`src/rtl/multicycle_alu.sv`:
```
// -----------------------------------------------------------------------------
// multicycle_alu
//
// Registered ALU for a multi-cycle CPU datapath. Single-cycle logic/arith ops
// complete one cycle after the accept edge; unsigned multiply (shift-add,
// LSB-first) and unsigned divide (restoring, MSB-first) iterate once per
// cycle for WIDTH cycles. A start/busy/done handshake lets the control FSM
// stall until the result is ready.
//
// Optional feature macro: MCALU_DIV_EN
//   defined   : DIVU (4'b1001) is implemented.
//   undefined : no divider logic; 4'b1001 is reported as an illegal opcode.
//
// Ports:
//   clk        in   rising-edge clock
//   rst_n      in   synchronous reset, active-low
//   start      in   operation request, accepted only when idle
//   alu_ctrl   in   4-bit opcode, sampled at accept
//   a, b       in   WIDTH-bit operands, sampled at accept
//   result     out  primary result (low product / quotient)
//   result_hi  out  high product / remainder, 0 for other ops
//   zero       out  registered result==0
//   busy       out  high while an operation is in flight (BUSY and DONE)
//   done       out  one-cycle completion pulse
//   err        out  illegal opcode or divide-by-zero, valid with done
// -----------------------------------------------------------------------------
module multicycle_alu #(
    parameter int WIDTH = 32
) (
    input  logic             clk,
    input  logic             rst_n,
    input  logic             start,
    input  logic [3:0]       alu_ctrl,
    input  logic [WIDTH-1:0] a,
    input  logic [WIDTH-1:0] b,
    output logic [WIDTH-1:0] result,
    output logic [WIDTH-1:0] result_hi,
    output logic             zero,
    output logic             busy,
    output logic             done,
    output logic             err
);

    localparam int CNT_W = $clog2(WIDTH) + 1;

    localparam logic [3:0] OP_ADD  = 4'b0000;
    localparam logic [3:0] OP_SUB  = 4'b0001;
    localparam logic [3:0] OP_AND  = 4'b0010;
    localparam logic [3:0] OP_OR   = 4'b0011;
    localparam logic [3:0] OP_XOR  = 4'b0100;
    localparam logic [3:0] OP_BEQ  = 4'b0101;
    localparam logic [3:0] OP_SLT  = 4'b0110;
    localparam logic [3:0] OP_SLTU = 4'b0111;
    localparam logic [3:0] OP_MULU = 4'b1000;
    localparam logic [3:0] OP_DIVU = 4'b1001;
    localparam logic [3:0] OP_SET  = 4'b1110;

    typedef enum logic [1:0] {
        S_IDLE = 2'd0,
        S_BUSY = 2'd1,
        S_DONE = 2'd2
    } state_e;

    state_e           state_q, state_d;
    logic [CNT_W-1:0] cnt_q, cnt_d;
    // b_q is the multiplicand for MULU and the divisor for DIVU.
    logic [WIDTH-1:0] b_q, b_d;
    // Iteration registers: {hi,lo} is the partial product for MULU, and
    // {remainder, dividend/quotient shift register} for DIVU.
    logic [WIDTH-1:0] work_hi_q, work_hi_d;
    logic [WIDTH-1:0] work_lo_q, work_lo_d;
    logic [WIDTH-1:0] result_q, result_d;
    logic [WIDTH-1:0] result_hi_q, result_hi_d;
    logic             zero_q, zero_d;
    logic             err_q, err_d;
`ifdef MCALU_DIV_EN
    logic             is_div_q, is_div_d;
`endif

    // ---------------------------------------------------------------
    // Single-cycle result, computed straight from the input operands so
    // it can be registered on the accept edge.
    // ---------------------------------------------------------------
    logic [WIDTH-1:0] quick_res;
    logic             quick_err;

    always_comb begin
        quick_res = '0;
        quick_err = 1'b0;
        case (alu_ctrl)
            OP_ADD:  quick_res = a + b;
            OP_SUB:  quick_res = a + ~b + {{(WIDTH-1){1'b0}}, 1'b1};
            OP_AND:  quick_res = a & b;
            OP_OR:   quick_res = a | b;
            OP_XOR:  quick_res = a ^ b;
            // a-b is zero exactly when a==b, so zero falls out of result.
            OP_BEQ:  quick_res = a - b;
            OP_SLT:  quick_res = {{(WIDTH-1){1'b0}}, ($signed(a) < $signed(b))};
            OP_SLTU: quick_res = {{(WIDTH-1){1'b0}}, (a < b)};
            OP_SET:  quick_res = b;
`ifndef MCALU_DIV_EN
            OP_DIVU: quick_err = 1'b1;
`endif
            default: quick_err = 1'b1;
        endcase
    end

    // ---------------------------------------------------------------
    // One iteration step of the multiplier (and divider when enabled).
    // ---------------------------------------------------------------
    logic [WIDTH:0]   mul_sum;
    logic [WIDTH-1:0] step_hi, step_lo;

    assign mul_sum = {1'b0, work_hi_q} + (work_lo_q[0] ? {1'b0, b_q} : {(WIDTH+1){1'b0}});

`ifdef MCALU_DIV_EN
    logic [WIDTH:0] div_shift, div_diff;
    logic           div_ge;

    // Remainder is always < divisor, so the shifted value fits WIDTH+1 bits
    // and bit WIDTH of the difference is its sign.
    assign div_shift = {work_hi_q, work_lo_q[WIDTH-1]};
    assign div_diff  = div_shift - {1'b0, b_q};
    assign div_ge    = ~div_diff[WIDTH];

    always_comb begin
        if (is_div_q) begin
            step_hi = div_ge ? div_diff[WIDTH-1:0] : div_shift[WIDTH-1:0];
            step_lo = {work_lo_q[WIDTH-2:0], div_ge};
        end else begin
            step_hi = mul_sum[WIDTH:1];
            step_lo = {mul_sum[0], work_lo_q[WIDTH-1:1]};
        end
    end
`else
    assign step_hi = mul_sum[WIDTH:1];
    assign step_lo = {mul_sum[0], work_lo_q[WIDTH-1:1]};
`endif

    // ---------------------------------------------------------------
    // Next-state logic. Visible outputs are only written on the edge
    // that enters DONE, so they hold steady throughout BUSY.
    // ---------------------------------------------------------------
    always_comb begin
        state_d     = state_q;
        cnt_d       = cnt_q;
        b_d         = b_q;
        work_hi_d   = work_hi_q;
        work_lo_d   = work_lo_q;
        result_d    = result_q;
        result_hi_d = result_hi_q;
        zero_d      = zero_q;
        err_d       = err_q;
`ifdef MCALU_DIV_EN
        is_div_d    = is_div_q;
`endif

        case (state_q)
            S_IDLE: begin
                if (start) begin
                    b_d = b;
                    if (alu_ctrl == OP_MULU) begin
                        cnt_d     = CNT_W'(WIDTH);
                        work_hi_d = '0;
                        work_lo_d = a;
                        state_d   = S_BUSY;
`ifdef MCALU_DIV_EN
                        is_div_d  = 1'b0;
                    end else if ((alu_ctrl == OP_DIVU) && (b != '0)) begin
                        cnt_d     = CNT_W'(WIDTH);
                        work_hi_d = '0;
                        work_lo_d = a;
                        is_div_d  = 1'b1;
                        state_d   = S_BUSY;
                    end else if (alu_ctrl == OP_DIVU) begin
                        // Divide by zero: no iterations, all-ones quotient.
                        result_d    = '1;
                        result_hi_d = a;
                        zero_d      = 1'b0;
                        err_d       = 1'b1;
                        state_d     = S_DONE;
`endif
                    end else begin
                        result_d    = quick_res;
                        result_hi_d = '0;
                        zero_d      = (quick_res == '0);
                        err_d       = quick_err;
                        state_d     = S_DONE;
                    end
                end
            end

            S_BUSY: begin
                cnt_d     = cnt_q - CNT_W'(1);
                work_hi_d = step_hi;
                work_lo_d = step_lo;
                if (cnt_q == CNT_W'(1)) begin
                    result_d    = step_lo;
                    result_hi_d = step_hi;
                    zero_d      = (step_lo == '0);
                    err_d       = 1'b0;
                    state_d     = S_DONE;
                end
            end

            S_DONE: begin
                state_d = S_IDLE;
            end

            default: begin
                state_d = S_IDLE;
            end
        endcase
    end

    always_ff @(posedge clk) begin
        if (!rst_n) begin
            state_q     <= S_IDLE;
            cnt_q       <= '0;
            b_q         <= '0;
            work_hi_q   <= '0;
            work_lo_q   <= '0;
            result_q    <= '0;
            result_hi_q <= '0;
            zero_q      <= 1'b1;
            err_q       <= 1'b0;
`ifdef MCALU_DIV_EN
            is_div_q    <= 1'b0;
`endif
        end else begin
            state_q     <= state_d;
            cnt_q       <= cnt_d;
            b_q         <= b_d;
            work_hi_q   <= work_hi_d;
            work_lo_q   <= work_lo_d;
            result_q    <= result_d;
            result_hi_q <= result_hi_d;
            zero_q      <= zero_d;
            err_q       <= err_d;
`ifdef MCALU_DIV_EN
            is_div_q    <= is_div_d;
`endif
        end
    end

    assign result    = result_q;
    assign result_hi = result_hi_q;
    assign zero      = zero_q;
    assign err       = err_q;
    assign busy      = (state_q != S_IDLE);
    assign done      = (state_q == S_DONE);

endmodule

```
`config.mk`:
```
export PLATFORM = sky130hd
export DESIGN_NAME = multicycle_alu
export DESIGN_NICKNAME = d
export VERILOG_FILES = /design/src/rtl/multicycle_alu.sv
export SDC_FILE = /design/constraint.sdc
export NUM_CORES = 1
export LEC_CHECK = 0
export CAP_MARGIN = 20
export CORE_UTILIZATION = 50
export DETAILED_ROUTE_END_ITERATION = 10
export GPL_TIMING_DRIVEN = 0
export PLACE_DENSITY_LB_ADDON = 0.08
export REMOVE_ABC_BUFFERS = 1
export SLEW_MARGIN = 20
export SYNTH_ARGS = -nofsm -noshare
export SYNTH_HDL_FRONTEND = slang
export SYNTH_SLANG_ARGS = --single-unit
```
`constraint.sdc`:
```
create_clock -name clk -period 8.3 [get_ports clk]
set_input_delay 1.66 -clock clk [delete_from_list [all_inputs] [get_ports clk]]
set_output_delay 1.66 -clock clk [all_outputs]
set_load 0.01 [all_outputs]
```
==> insert_results.sql <==
INSERT INTO impl_metrics (metric_group, metric, value, unit) VALUES
('timing', 'timing.fmax', '148', 'MHz'),
('logic_synthesis', 'postSynthRegisterBits', '170', ''),
('cts', 'clockBufferDepth', '2', ''),
('run_status', 'outcome', 'finished, final reports clean', ''),
('floorplan', 'core_box_area', '27000', 'um2'),
('cts', 'cts_num_sinks', '170', ''),
('logic_synthesis', 'synth_enable_flop_cells', '0', ''),
('logic_synthesis', 'avgSynthCellArea', '7.31', 'um2'),
('placed_design', 'gp_congestion', '0.942', ''),
('logic_synthesis', 'mappedNetlistArea', '13900', 'um2'),
('routing', 'pre_antenna_drt_iters', '6', ''),
('grt', 'via_count_of_the_first_global_routing_pass', '13659', ''),
('power', 'seq_power_share', '0.368', ''),
('power', 'switching_share', '0.365', ''),
('critical_path', 'critical_path.reg2reg.endpoint', 'zero$_SDFFE_PN1P_', ''),
('logic_synthesis', 'synthTopCellsByArea', 'sky130_fd_sc_hd__dfxtp_1 25%, sky130_fd_sc_hd__ha_1 12%, sky130_fd_sc_hd__nand2_1 7.0%', ''),
('critical_path', 'timing.critical_path.fanout_max', '16', ''),
('power', 'power.net_switching', '0.858', 'mW'),
('cts', 'ctsHtreeMaxLevel', '4', ''),
('cts', 'clock_latency', '460', 'ps'),
('critical_path', 'worst_path_dominant_cell_family', 'simple AND/OR/NAND/NOR gates', ''),
('cts', 'cts_resized', '0', ''),
('logic_synthesis', 'synth_sequential_area_ratio', '0.246', ''),
('cells_and_area', 'final_net_count', '2164', ''),
('timing', 'period_share', '0.816', ''),
('logic_synthesis', 'synthArstFlopShare', '0', ''),
('placed_design', 'dp_hpwl', '38.1', 'mm'),
('cells_and_area', 'fin_cells', '2315', ''),
('routing', 'via_count', '14731', ''),
('critical_path', 'cpMaxStageDelayCell', 'sky130_fd_sc_hd__clkdlybuf4s50_1', ''),
('floorplan', 'io_pins', '139', ''),
('timing', 'clock_skew', '17.0', 'ps'),
('critical_path', 'regToRegStartpoint', 'state_q[1]$_SDFFE_PN0P_', ''),
('critical_path', 'crit_path_max_incr_delay', '990', 'ps'),
('grt', 'grt_first_pass_wirelength', '76.9', 'mm'),
('cts', 'post_cts_setup_buffer_count', '0', ''),
('hold_path', 'worst_hold_path_type', 'reg -> reg', ''),
('critical_path', 'timing_worst_setup_path_type', 'in -> reg', ''),
('power', 'vdd.ir_drop.worst', '0.119', 'mV'),
('logic_synthesis', 'netlist_instances', '1896', ''),
('routing', 'wirelength', '50.2', 'mm'),
('timing', 'tns', '0', 'ps'),
('grt', 'antenna_found_initial', '1', ''),
('timing', 'final.setup.worst_slack', '1530', 'ps'),
('logic_synthesis', 'ys.warnings.count', '0', ''),
('hold_path', 'hold-path-endpoint', 'b_q[20]$_SDFFE_PN0P_', ''),
('timing', 'finalHoldViolCount', '0', ''),
('logic_synthesis', 'yosysMostFrequentCell', 'sky130_fd_sc_hd__nand2_1', ''),
('placed_design', 'pre_cts_slack', '1230', 'ps'),
('floorplan', 'die_h', '168', 'um'),
('timing', 'worst_slew_pin_slew', '1130', 'ps'),
('critical_path', 'cp_data_required_time', '8700', 'ps'),
('routing', 'postRouteAntennaNets', '0', ''),
('routing', 'route.detailed.wl_per_inst', '21.7', 'um'),
('placed_design', 'post-place-cells', '2282', ''),
('timing', 'rsz0062_at_grt', 'false', ''),
('cts', 'cts.root.buffer_cell', 'sky130_fd_sc_hd__clkbuf_16', ''),
('grt', 'track_usage', '0.349', ''),
('critical_path', 'crit_chain', 'clkdlybuf4s50_1, nor3_2, buf_4, and2_0, a2111oi_0, o21ai_0, a222oi_1, o211ai_1, nor4_1, nand4_1, or4_1, nor4_2, a41o_1', ''),
('floorplan', 'initial_core_util', '0.513', ''),
('logic_synthesis', 'synth.cells.most_frequent', '257 x sky130_fd_sc_hd__nand2_1, 188 x sky130_fd_sc_hd__a21oi_1, 187 x sky130_fd_sc_hd__nor2_1', ''),
('hold_path', 'hold_path_startpoint', 'b_q[20]$_SDFFE_PN0P_', ''),
('critical_path', 'reg2reg_setup_slack', '3510', 'ps'),
('grt', 'pin_count_of_the_biggest_net_entering_global_routing', '81', ''),
('power', 'clock_power_share', '0.359', ''),
('timing', 'setup_violations', '0', ''),
('floorplan', 'fp-row-count', '60', ''),
('power', 'p_int', '1.49', 'mW'),
('critical_path', 'timing.critical_path.arrival', '7180', 'ps'),
('timing', 'finalWorstPathRequiredPeriod', '6770', 'ps'),
('hold_path', 'worst_hold_path.num_cells', '2', '');
[flip-flops by register name, indices dropped and copies added (netlist names)]
| register | flops |
|---|---|
| b_q | 32 |
| result | 32 |
| result_hi | 32 |
| work_hi_q | 32 |
| work_lo_q | 32 |
| cnt_q | 6 |
| state_q | 2 |
| err | 1 |
| zero | 1 |
[stage by stage]
stage	utilization	hold WS, ps	power [mW]	cell area [um2]
final	0.600	452	2.35	16200
after detailed placement	0.577	443	1.51	15600
after CTS	0.600	453	2.34	16200
after global placement	0.560	439	1.49	15100
after floorplan	-	432	1.25	13300
after global routing	0.600	471	2.44	16200
[power groups by stage]
stage               Clock, mW  Combinational (mW)  Sequential (mW)
CTS                     0.848               0.627            0.864
detailed placement          0               0.623            0.883
finish                  0.842               0.642            0.865
global placement            0               0.604            0.882
floorplan                   0               0.366            0.883
global route            0.883               0.689            0.868
[worst max path at each step]
stage / start / end / slack (ps) / depth (start not counted)
after floorplan: alu_ctrl[3] / zero$_SDFFE_PN1P_ / 1790 / 11
after global placement: alu_ctrl[0] / zero$_SDFFE_PN1P_ / -3720 / 12
after detailed placement: alu_ctrl[1] / zero$_SDFFE_PN1P_ / 1230 / 13
after CTS: alu_ctrl[3] / zero$_SDFFE_PN1P_ / 1690 / 13
after global routing: b[0] / zero$_SDFFE_PN1P_ / 1490 / 14
final: alu_ctrl[3] / zero$_SDFFE_PN1P_ / 1530 / 13
[kinds of logic after synthesis]
group / Yosys count / share of synthesized area
buffers and inverters: 230 / 0.0662
and+or+nand+nor: 702 / 0.235
DFF: 170 / 0.246
adders and majority gates: 133 / 0.122
muxes: 16 / 0.0117
AOI/OAI and AO/OA: 607 / 0.296
xor gates and xnor gates: 38 / 0.0240
[cells in the final DEF (no fill, tap or decap), types with 42 or more instances in the layout]
cell type	netlist	routed
sky130_fd_sc_hd__nand2_1	257	256
sky130_fd_sc_hd__nand3_1	43	43
sky130_fd_sc_hd__inv_1	107	106
sky130_fd_sc_hd__nor2_1	187	185
sky130_fd_sc_hd__a21oi_1	188	188
sky130_fd_sc_hd__and2_1	42	42
sky130_fd_sc_hd__o21ai_0	97	97
sky130_fd_sc_hd__ha_1	130	130
sky130_fd_sc_hd__clkdlybuf4s50_1	0	136
sky130_fd_sc_hd__dfxtp_1	170	170
[worst reg2reg max path, delay by kind of cell (launching register included)]
kind / cells / cell delay (ps)
AOI/OAI and AO/OA: 3 / 650
buffers and inverters: 2 / 410
DFF: 1 / 570
and+or+nand+nor: 8 / 3110
[metal layers]
layer | vias up | wire (um) | track usage
li1 | 6990 | - | -
met1 | 6973 | 21800 | 0.460
met3 | 112 | 3890 | 0.0630
met4 | 0 | 1930 | 0.150
met5 | - | 0 | 0
met2 | 656 | 22600 | 0.558
[layout make-up]
type | count | area, um2
flip-flops and latches | 170 | 3400
fillers | 2548 | 10800
diodes | 1 | 2.50
repair buffers | 168 | 1770
clock buffers | 17 | 425
clock inverters | 15 | 185
multi-input cells | 1496 | 9600
inverters | 107 | 407
well taps | 341 | 427
No activity file was read; power rests on OpenSTA's default activity.
